File: config.mk
export PLATFORM = sky130hd
export DESIGN_NAME = div_seq
export DESIGN_NICKNAME = d
export VERILOG_FILES = /design/src/rtl/div_pkg.sv /design/src/rtl/div_sub_step.sv /design/src/rtl/div_seq.sv
export SDC_FILE = /design/constraint.sdc
export NUM_CORES = 1
export LEC_CHECK = 0
export ABC_AREA = 1
export CAP_MARGIN = 25
export CORE_MARGIN = 8
export CORE_UTILIZATION = 45
export CTS_CLUSTER_DIAMETER = 80
export DETAILED_ROUTE_END_ITERATION = 16
export GPL_TIMING_DRIVEN = 0
export PLACE_DENSITY = 0.75
export SYNTH_ARGS = -nofsm -noshare
export SYNTH_HDL_FRONTEND = slang
export SYNTH_SLANG_ARGS = --single-unit
File: constraint.sdc
create_clock -name clk -period 2.4 [get_ports clk]
set_clock_uncertainty 0.15 [all_clocks]
set_input_delay 0.48 -clock clk [delete_from_list [all_inputs] [get_ports clk]]
set_output_delay 0.48 -clock clk [all_outputs]
set_load 0.01 [all_outputs]
File: src/rtl/div_pkg.sv
// Shared types and constants for the sequential restoring divider.
// States, counter sizing and the divide-by-zero quotient pattern.
package div_pkg;

    typedef enum logic [1:0] {
        IDLE = 2'd0,
        CALC = 2'd1,
        DONE = 2'd2
    } state_t;

    localparam int N_DEF = 8;
    localparam int N_MAX = 64;

    // Divide-by-zero quotient: all ones, sliced to the operand width.
    localparam logic [N_MAX-1:0] DZ_QUOT = '1;

    // Step counter width for an n-bit divide.
    function automatic int cnt_width(input int w);
        return (w < 2) ? 1 : $clog2(w);
    endfunction

endpackage

File: src/rtl/div_sub_step.sv
// One restoring-division step: trial subtract of the divisor from the
// shifted n+1-bit partial remainder; the borrow decides the quotient bit.
module div_sub_step
    import div_pkg::*;
#(
    parameter int n = N_DEF
)
(
    input  logic [n:0]   pr,
    input  logic [n-1:0] d,
    output logic [n:0]   next,
    output logic         qbit
);

    logic [n+1:0] diff;

    // Subtract with one extra bit so the top bit is the borrow.
    always_comb begin
        diff = {1'b0, pr} - {2'b00, d};
        qbit = ~diff[n+1];
        next = qbit ? diff[n:0] : pr;
    end

endmodule

File: src/rtl/div_seq.sv
// Multi-cycle restoring divider with valid/ready handshakes on both sides.
// Optional two's-complement mode is enabled by defining DIV_SIGNED_EN.
module div_seq
    import div_pkg::*;
#(
    parameter int n = N_DEF
)
(
    input  logic         clk,
    input  logic         rst_n,
    input  logic         in_valid,
    output logic         in_ready,
    input  logic [n-1:0] a,
    input  logic [n-1:0] b,
`ifdef DIV_SIGNED_EN
    input  logic         is_signed,
`endif
    output logic         out_valid,
    input  logic         out_ready,
    output logic [n-1:0] quotient,
    output logic [n-1:0] remainder,
    output logic         div_zero,
    output logic         overflow
);

    localparam int CW = cnt_width(n);

    state_t         state;
    state_t         state_nx;
    logic [CW-1:0]  cnt;
    logic [n:0]     pr;
    logic [n-1:0]   dvd;
    logic [n-1:0]   dvs;
    logic           dz_p;
    logic           neg_q;
    logic           neg_r;

    logic           accept;
    logic           last;
    logic           sgn;
    logic           a_neg;
    logic           b_neg;
    logic [n-1:0]   a_mag;
    logic [n-1:0]   b_mag;
    logic [n:0]     pr_sh;
    logic [n:0]     pr_nx;
    logic           qbit;
    logic [n-1:0]   q_raw;
    logic [n-1:0]   q_fin;
    logic [n-1:0]   r_fin;

`ifdef DIV_SIGNED_EN
    assign sgn = is_signed;
`else
    assign sgn = 1'b0;
`endif

    assign accept = in_valid && in_ready;
    assign last   = (state == CALC) && (cnt == CW'(n - 1));
    assign pr_sh  = {pr[n-1:0], dvd[n-1]};
    assign a_neg  = sgn & a[n-1];
    assign b_neg  = sgn & b[n-1];
    assign a_mag  = a_neg ? -a : a;
    assign b_mag  = b_neg ? -b : b;
    assign q_raw  = {dvd[n-2:0], qbit};

    div_sub_step #(.n(n)) u_step (
        .pr   (pr_sh),
        .d    (dvs),
        .next (pr_nx),
        .qbit (qbit)
    );

    // Final result with sign fix-up; divide-by-zero returns the raw dividend.
    always_comb begin
        q_fin = neg_q ? -q_raw : q_raw;
        r_fin = neg_r ? -pr_nx[n-1:0] : pr_nx[n-1:0];
        if (dz_p) begin
            q_fin = DZ_QUOT[n-1:0];
            r_fin = dvd;
        end
    end

    // State register.
    always_ff @(posedge clk or negedge rst_n) begin
        if (!rst_n) state <= IDLE;
        else        state <= state_nx;
    end

    // Next-state and handshake outputs.
    always_comb begin
        state_nx  = state;
        in_ready  = 1'b0;
        out_valid = 1'b0;
        unique case (state)
            IDLE: begin
                in_ready = 1'b1;
                if (in_valid) state_nx = CALC;
            end
            CALC: begin
                if (last) state_nx = DONE;
            end
            DONE: begin
                out_valid = 1'b1;
                if (out_ready) state_nx = IDLE;
            end
            default: state_nx = IDLE;
        endcase
    end

    // Datapath: operand capture, one shift/subtract step per cycle, result load.
    // A zero divisor runs a single dummy step so its result lands one edge
    // after the accept, keeping the result register path shared.
    always_ff @(posedge clk or negedge rst_n) begin
        if (!rst_n) begin
            cnt       <= '0;
            pr        <= '0;
            dvd       <= '0;
            dvs       <= '0;
            dz_p      <= 1'b0;
            neg_q     <= 1'b0;
            neg_r     <= 1'b0;
            quotient  <= '0;
            remainder <= '0;
            div_zero  <= 1'b0;
        end else if (accept) begin
            cnt   <= (b == '0) ? CW'(n - 1) : '0;
            pr    <= '0;
            dvd   <= (b == '0) ? a : a_mag;
            dvs   <= b_mag;
            dz_p  <= (b == '0);
            neg_q <= a_neg ^ b_neg;
            neg_r <= a_neg;
        end else if (state == CALC) begin
            cnt <= cnt + CW'(1);
            pr  <= pr_nx;
            dvd <= q_raw;
            if (last) begin
                quotient  <= q_fin;
                remainder <= r_fin;
                div_zero  <= dz_p;
            end
        end
    end

`ifdef DIV_SIGNED_EN
    logic ov_p;

    // Most-negative / -1 is flagged; the magnitude path already yields MIN, 0.
    always_ff @(posedge clk or negedge rst_n) begin
        if (!rst_n) begin
            ov_p     <= 1'b0;
            overflow <= 1'b0;
        end else if (accept) begin
            ov_p <= sgn && (a == {1'b1, {(n-1){1'b0}}}) && (b == '1);
        end else if (last) begin
            overflow <= ov_p && !dz_p;
        end
    end
`else
    assign overflow = 1'b0;
`endif

endmodule
# == Yosys cells after proc, flatten, opt, wreduce, memory -nomap -nowiden ==
# Cells that the tools add are included.
# classes
n_mux,16
addsub,2
n_bitwise,2
reduce_logical,7
n_eq_ne,6
# op_table
op,n
2-to-1 mux 8 bit,7
subtractor 9 x 8 -> 10 bit,1
2-to-1 mux 3 bit,3
zero test 8 bit,1
2-to-1 mux 2 bit,3
"inequality test 2 bit, second input constant",3
one-hot mux 2 bit (3 select lines),1
AND reduction 3 bit,2
"adder 3 x 1 -> 3 bit, second input constant",1
"== test 3 bit, second input constant",1
"== test 2 x 1 -> 1 bit, second input constant",1
"== test 2 bit, second input constant",1
logical AND 1 bit,2
zero test 2 bit,1
2-to-1 mux 1 bit,2
NOT 1 bit,2
nonzero test 2 bit,1
# totals
inputBits,20
output_inout_bits,20
word_cells,42
reg_bits,47

# == Logic depth before layout (Yosys ltp) ==
# logic_depth
depth_word,5
mapped_depth,13
ltp_nobuf,13

# == Modules after synthesis ==
# A second synthesis with hierarchy kept.
# unflattened
hier_cells,331
area_unflattened_um2,2662.6
# modules_own_cells
module,area_each_um2,seq_area_each_um2,instances,cells_per_inst
div_seq,1984.4,1176.1,1,206
div_sub_step,678.2,0.0,1,125

# == Least setup slack after synthesis ==
# OpenSTA, ideal clock, no wires.
# synth_timing
path_type,flip-flop to flip-flop
from,register dvd[7]
to,register remainder[6]
t_required_ns,2.129
arrival_time_ns,1.541
n_path_buf,0
setup_ns,0.121
stages_incl_launch_ff,13
synth_period_minus_slack_ns,1.812
path_slack_ns,0.588
path_cell_list,dfrtp_1 -> inv_1 -> ha_1 -> inv_1 -> fa_1 -> nand2_1 -> nand2_1 -> nand3b_1 -> nand3b_1 -> nand3_2 -> nand2_2 -> nand2_1 -> nand2_1
# synth_between
elab_chain_cells,3
# synth_rtl
element,line,source
start: declaration,div_seq.sv:32,logic [n-1:0] dvd;
start signal: assignment,div_seq.sv:129,dvd <= (b == '0) ? a : a_mag;
start signal: assignment,div_seq.sv:137,dvd <= q_raw;
subtractor 9 x 8 -> 10 bit,div_sub_step.sv:19,"diff = {1'b0, pr} - {2'b00, d};"
2-to-1 mux 8 bit,div_sub_step.sv:21,next = qbit ? diff[n:0] : pr;
2-to-1 mux 8 bit,div_seq.sv:78,if (dz_p) begin
end signal: assignment,div_seq.sv:140,remainder <= r_fin;
end: declaration,div_seq.sv:21,"output logic [n-1:0] remainder,"
# No other way between the ends.
# A chain may end at the register's enable or synchronous reset.

# == Worst setup path after layout ==
# layout_timing
from,register state[0]
to,output in_ready
# layout_between
elab_chain_cells,2
# layout_rtl
element,line,source
start: declaration,div_seq.sv:28,state_t state;
start signal: assignment,div_seq.sv:87,else state <= state_nx;
zero test 2 bit,div_seq.sv:95,unique case (state)
2-to-1 mux 1 bit,div_seq.sv:95,
end: declaration,div_seq.sv:12,"output logic in_ready,"
# No other way between the ends.

==> summary.md <==
| Metric | Value |
|---|---|
| Yosys top cell area share | 46.0% |
| Final wirelength | 5.77 mm |
| Routed wire per std cell | 14.1 um |
| CP arrival | 1470 ps |
| Post-Syn Nets | 320 |
| CTS tree | built |
| Pre-Repair DR Iteration Count | 4 |
| CTS max path bufs | 2 |
| Fin crit period | 2100 ps |
| Clk sink count | 47 |
| Synth Register Bits | 47 |
| Setup Viol. Count Final | 0 |
| # rows | 27 |
| GRT Total Usage | 14.5% |
| Total power draw | 4.85 mW |
| CP Cell Sequence | nor2_1, clkdlybuf4s50_1 |
| ANT cells | 0 |
| Die H | 91.4 um |
| Max-cap violations | 0 |
| Max Used Layer | met4 |
| Synthesized area | 2550 um2 |
| First-pass GRT wire length | 9.86 mm |
| Core Area | 5510 um2 |
| FF-to-FF End | pr[6] |
| Crit path max-delay family | buffers and inverters |
| FF-to-FF setup slack | 320 ps |
| Half-perimeter wire length after placement | 4.57 mm |
| Lkg Pwr | 1.51 nW |
| Vias in the first global route | 2,111 |
| Final WS setup | 304 ps |
| Worst path bufs/invs | 1 |
| Most common cell after layout, fill and taps aside | nand2_1 |
| Total global routing overflow | 0 |
| Die area | 8340 um2 |
| Worst min-delay path class | reg2reg |
| Startpoint type of the worst setup path | flip-flop |
| CP peak stage delay | 570 ps |
| Reg-to-reg startpoint | pr[3] |
| Final Wtd Congestion | 0.874 |
| Syn_area_per_cell | 8.84 um2 |
| Synth area leaders | dfrtp_1 46%, nand2_1 11%, inv_1 5.1% |
| Reg clk slew, reported paths | 90 ps |
| Met3 Wirelength | 176 um |
| Worst setup path class | reg2out |
| Initial antenna violation count | 0 |
| Slew Limit Fails | 0 |
| Buffers on Ports | 38 |
| Die Width | 91.4 um |
| CP max FO | 4 |
| Fraction of final layout cells sized beyond drive strength 1 | 12.8% |
| Commonest non-fill, non-tap cells in the layout | 78 x nand2_1, 47 x dfrtp_1, 37 x clkdlybuf4s50_1 |
| Post-CTS setup buffers | 0 |
| Setup crit end kind | output port |
| Drt drc | 0 |
| Critical Path RT | 1770 ps |
| Largest net degree at the start of global routing | 32 |
| Max VDD drop | 0.000679 V |
| Final Hold Viols | 0 |
| DRT antenna net count | 0 |
| P per Cell Area | 1540 nW/um2 |
| Via total after detailed routing | 2,086 |
| Worst path slowest cell | clkdlybuf4s50_1 |
| Status | finished, final reports clean |
| Synth Instances | 289 |
| Final critical-path share of the clock period | 87.3% |
| Min-Delay Path Depth | 2 |
| Area Growth Syn to Fin | 23.0% |
| Post-synth cell types | 39 |
| 1st-iter DRT viols | 107 |
| Hold Crit Endpoint | dvs[1] |
| Worst R2R Path Depth | 12 |
| Num ports | 40 |
| Register area share after synthesis | 46.0% |
| CTS buffer count | 5 |
| Synth warn | 0 |
| Clock latency at the later pin of the worst-skew pair | 290 ps |
| Cell taking the most area after synthesis | dfrtp_1 |
| Met1 Routed Length | 2.56 mm |
| Pre-CTS setup slack | 313 ps |
| Vias per std cell | 5.11 |
| Root buf cell | clkbuf_8 |
| H-tree depth | 2 |
| Initial core utilization | 46.4% |
| HP Start | dvs[1] |
| Metal2 WL | 2.92 mm |
| Final-stage net count | 367 |
| Max Clock Freq | 477 MHz |
| Unrepaired setup endpoints after global routing | no |
## metal layers
metal / vias up / GRT usage [%]
li1: 1047 / -
met1: 988 / 17.5
met2: 43 / 24.5
met3: 8 / 3.21
met4: 0 / 5.59
met5: - / 0
## per-stage QoR
| step | area (um2) | hold slack, ps | setup TNS, ps | instances | util, % |
|---|---|---|---|---|---|
| floorplan | 2550 | 34.4 | 0 | 289 | - |
| global placement | 3030 | 317 | -28120 | 399 | 54.9 |
| detailed placement | 3040 | 289 | 0 | 400 | 55.2 |
| CTS | 3140 | 353 | 0 | 408 | 57.1 |
| global route | 3140 | 382 | 0 | 408 | 57.1 |
| finish | 3140 | 355 | 0 | 408 | 57.1 |
## cells by family after synthesis
family	after synthesis	synth area share [%]
other cells	1	0.147
buf+inv	49	9.01
simple gates	128	24.4
compound gates	50	13.7
xor+xnor	3	1.03
flops	47	46.0
fa+ha+maj	11	5.68
## layout make-up
class	count	area, um2
Sequential cell	47	1180
Tap cell	72	90.1
Fill cell	512	2360
Clock buffer	6	82.6
Inverter	41	155
Multi-Input combinational cell	193	1150
Clock inverter	1	8.76
Timing Repair Buffer	40	405
Buffer	8	75.1
## synthesized netlist by cell type
cell        n
nor2_2      2
nor2_8      1
o21ai_0    13
or2_1       1
nor2_4      3
clkbuf_1    1
nor3_1      1
nor2_1      8
nand4_1     7
conb_1      1
clkbuf_8    1
buf_2       1
a21oi_1     5
buf_4       1
o22a_2      1
dfrtp_1    47
o31ai_1     1
xor2_1      1
inv_1      35
a22oi_1     8
a2bb2oi_1   7
buf_6       4
o21ai_2     1
nand2_2     5
or2_2       2
o211ai_1    1
nand2_1    78
xnor2_1     2
o21ai_1     4
fa_1        1
a21oi_4     1
o21bai_1    1
clkinv_2    1
nand3b_1    4
o221ai_1    7
inv_2       5
nand3_2     5
nand3_1    11
ha_1       10
## sequential cells by signal (all words and copies together) (netlist names)
register,cells
pr,8
remainder,8
dz_p,1
dvd,8
state,2
cnt,3
dvs,8
quotient,8
div_zero,1
## power by group
group          switching, mW  internal, mW  total (mW)
Clock                  0.261         0.232       0.493
Combinational           1.66          1.28        2.94
Sequential             0.228          1.18        1.41
Total                   2.15          2.69        4.85
## worst max-delay path by stage
stage | start | to | depth (start not counted) | slack [ps]
detailed placement | b[3] | cnt[1] | 6 | 310
global placement | rst_n | remainder[2] | 1 | -600
floorplan | dvd[7] | remainder[6] | 12 | 590
finish | state[0] | in_ready | 2 | 300
CTS | state[0] | in_ready | 2 | 270
global route | pr[3] | pr[6] | 12 | 190
## worst min-delay path, delay by kind of cell (launching register included)
family          cells  cell delay [ps]
compound gates      1               60
flops               1              360
simple gates        1               50
## repair_timing
action,CTS,global route
gates resized for setup,0,0
hold buffers,1,0
hold endpoints to repair,16,0
(Power assumes the default switching activity.)
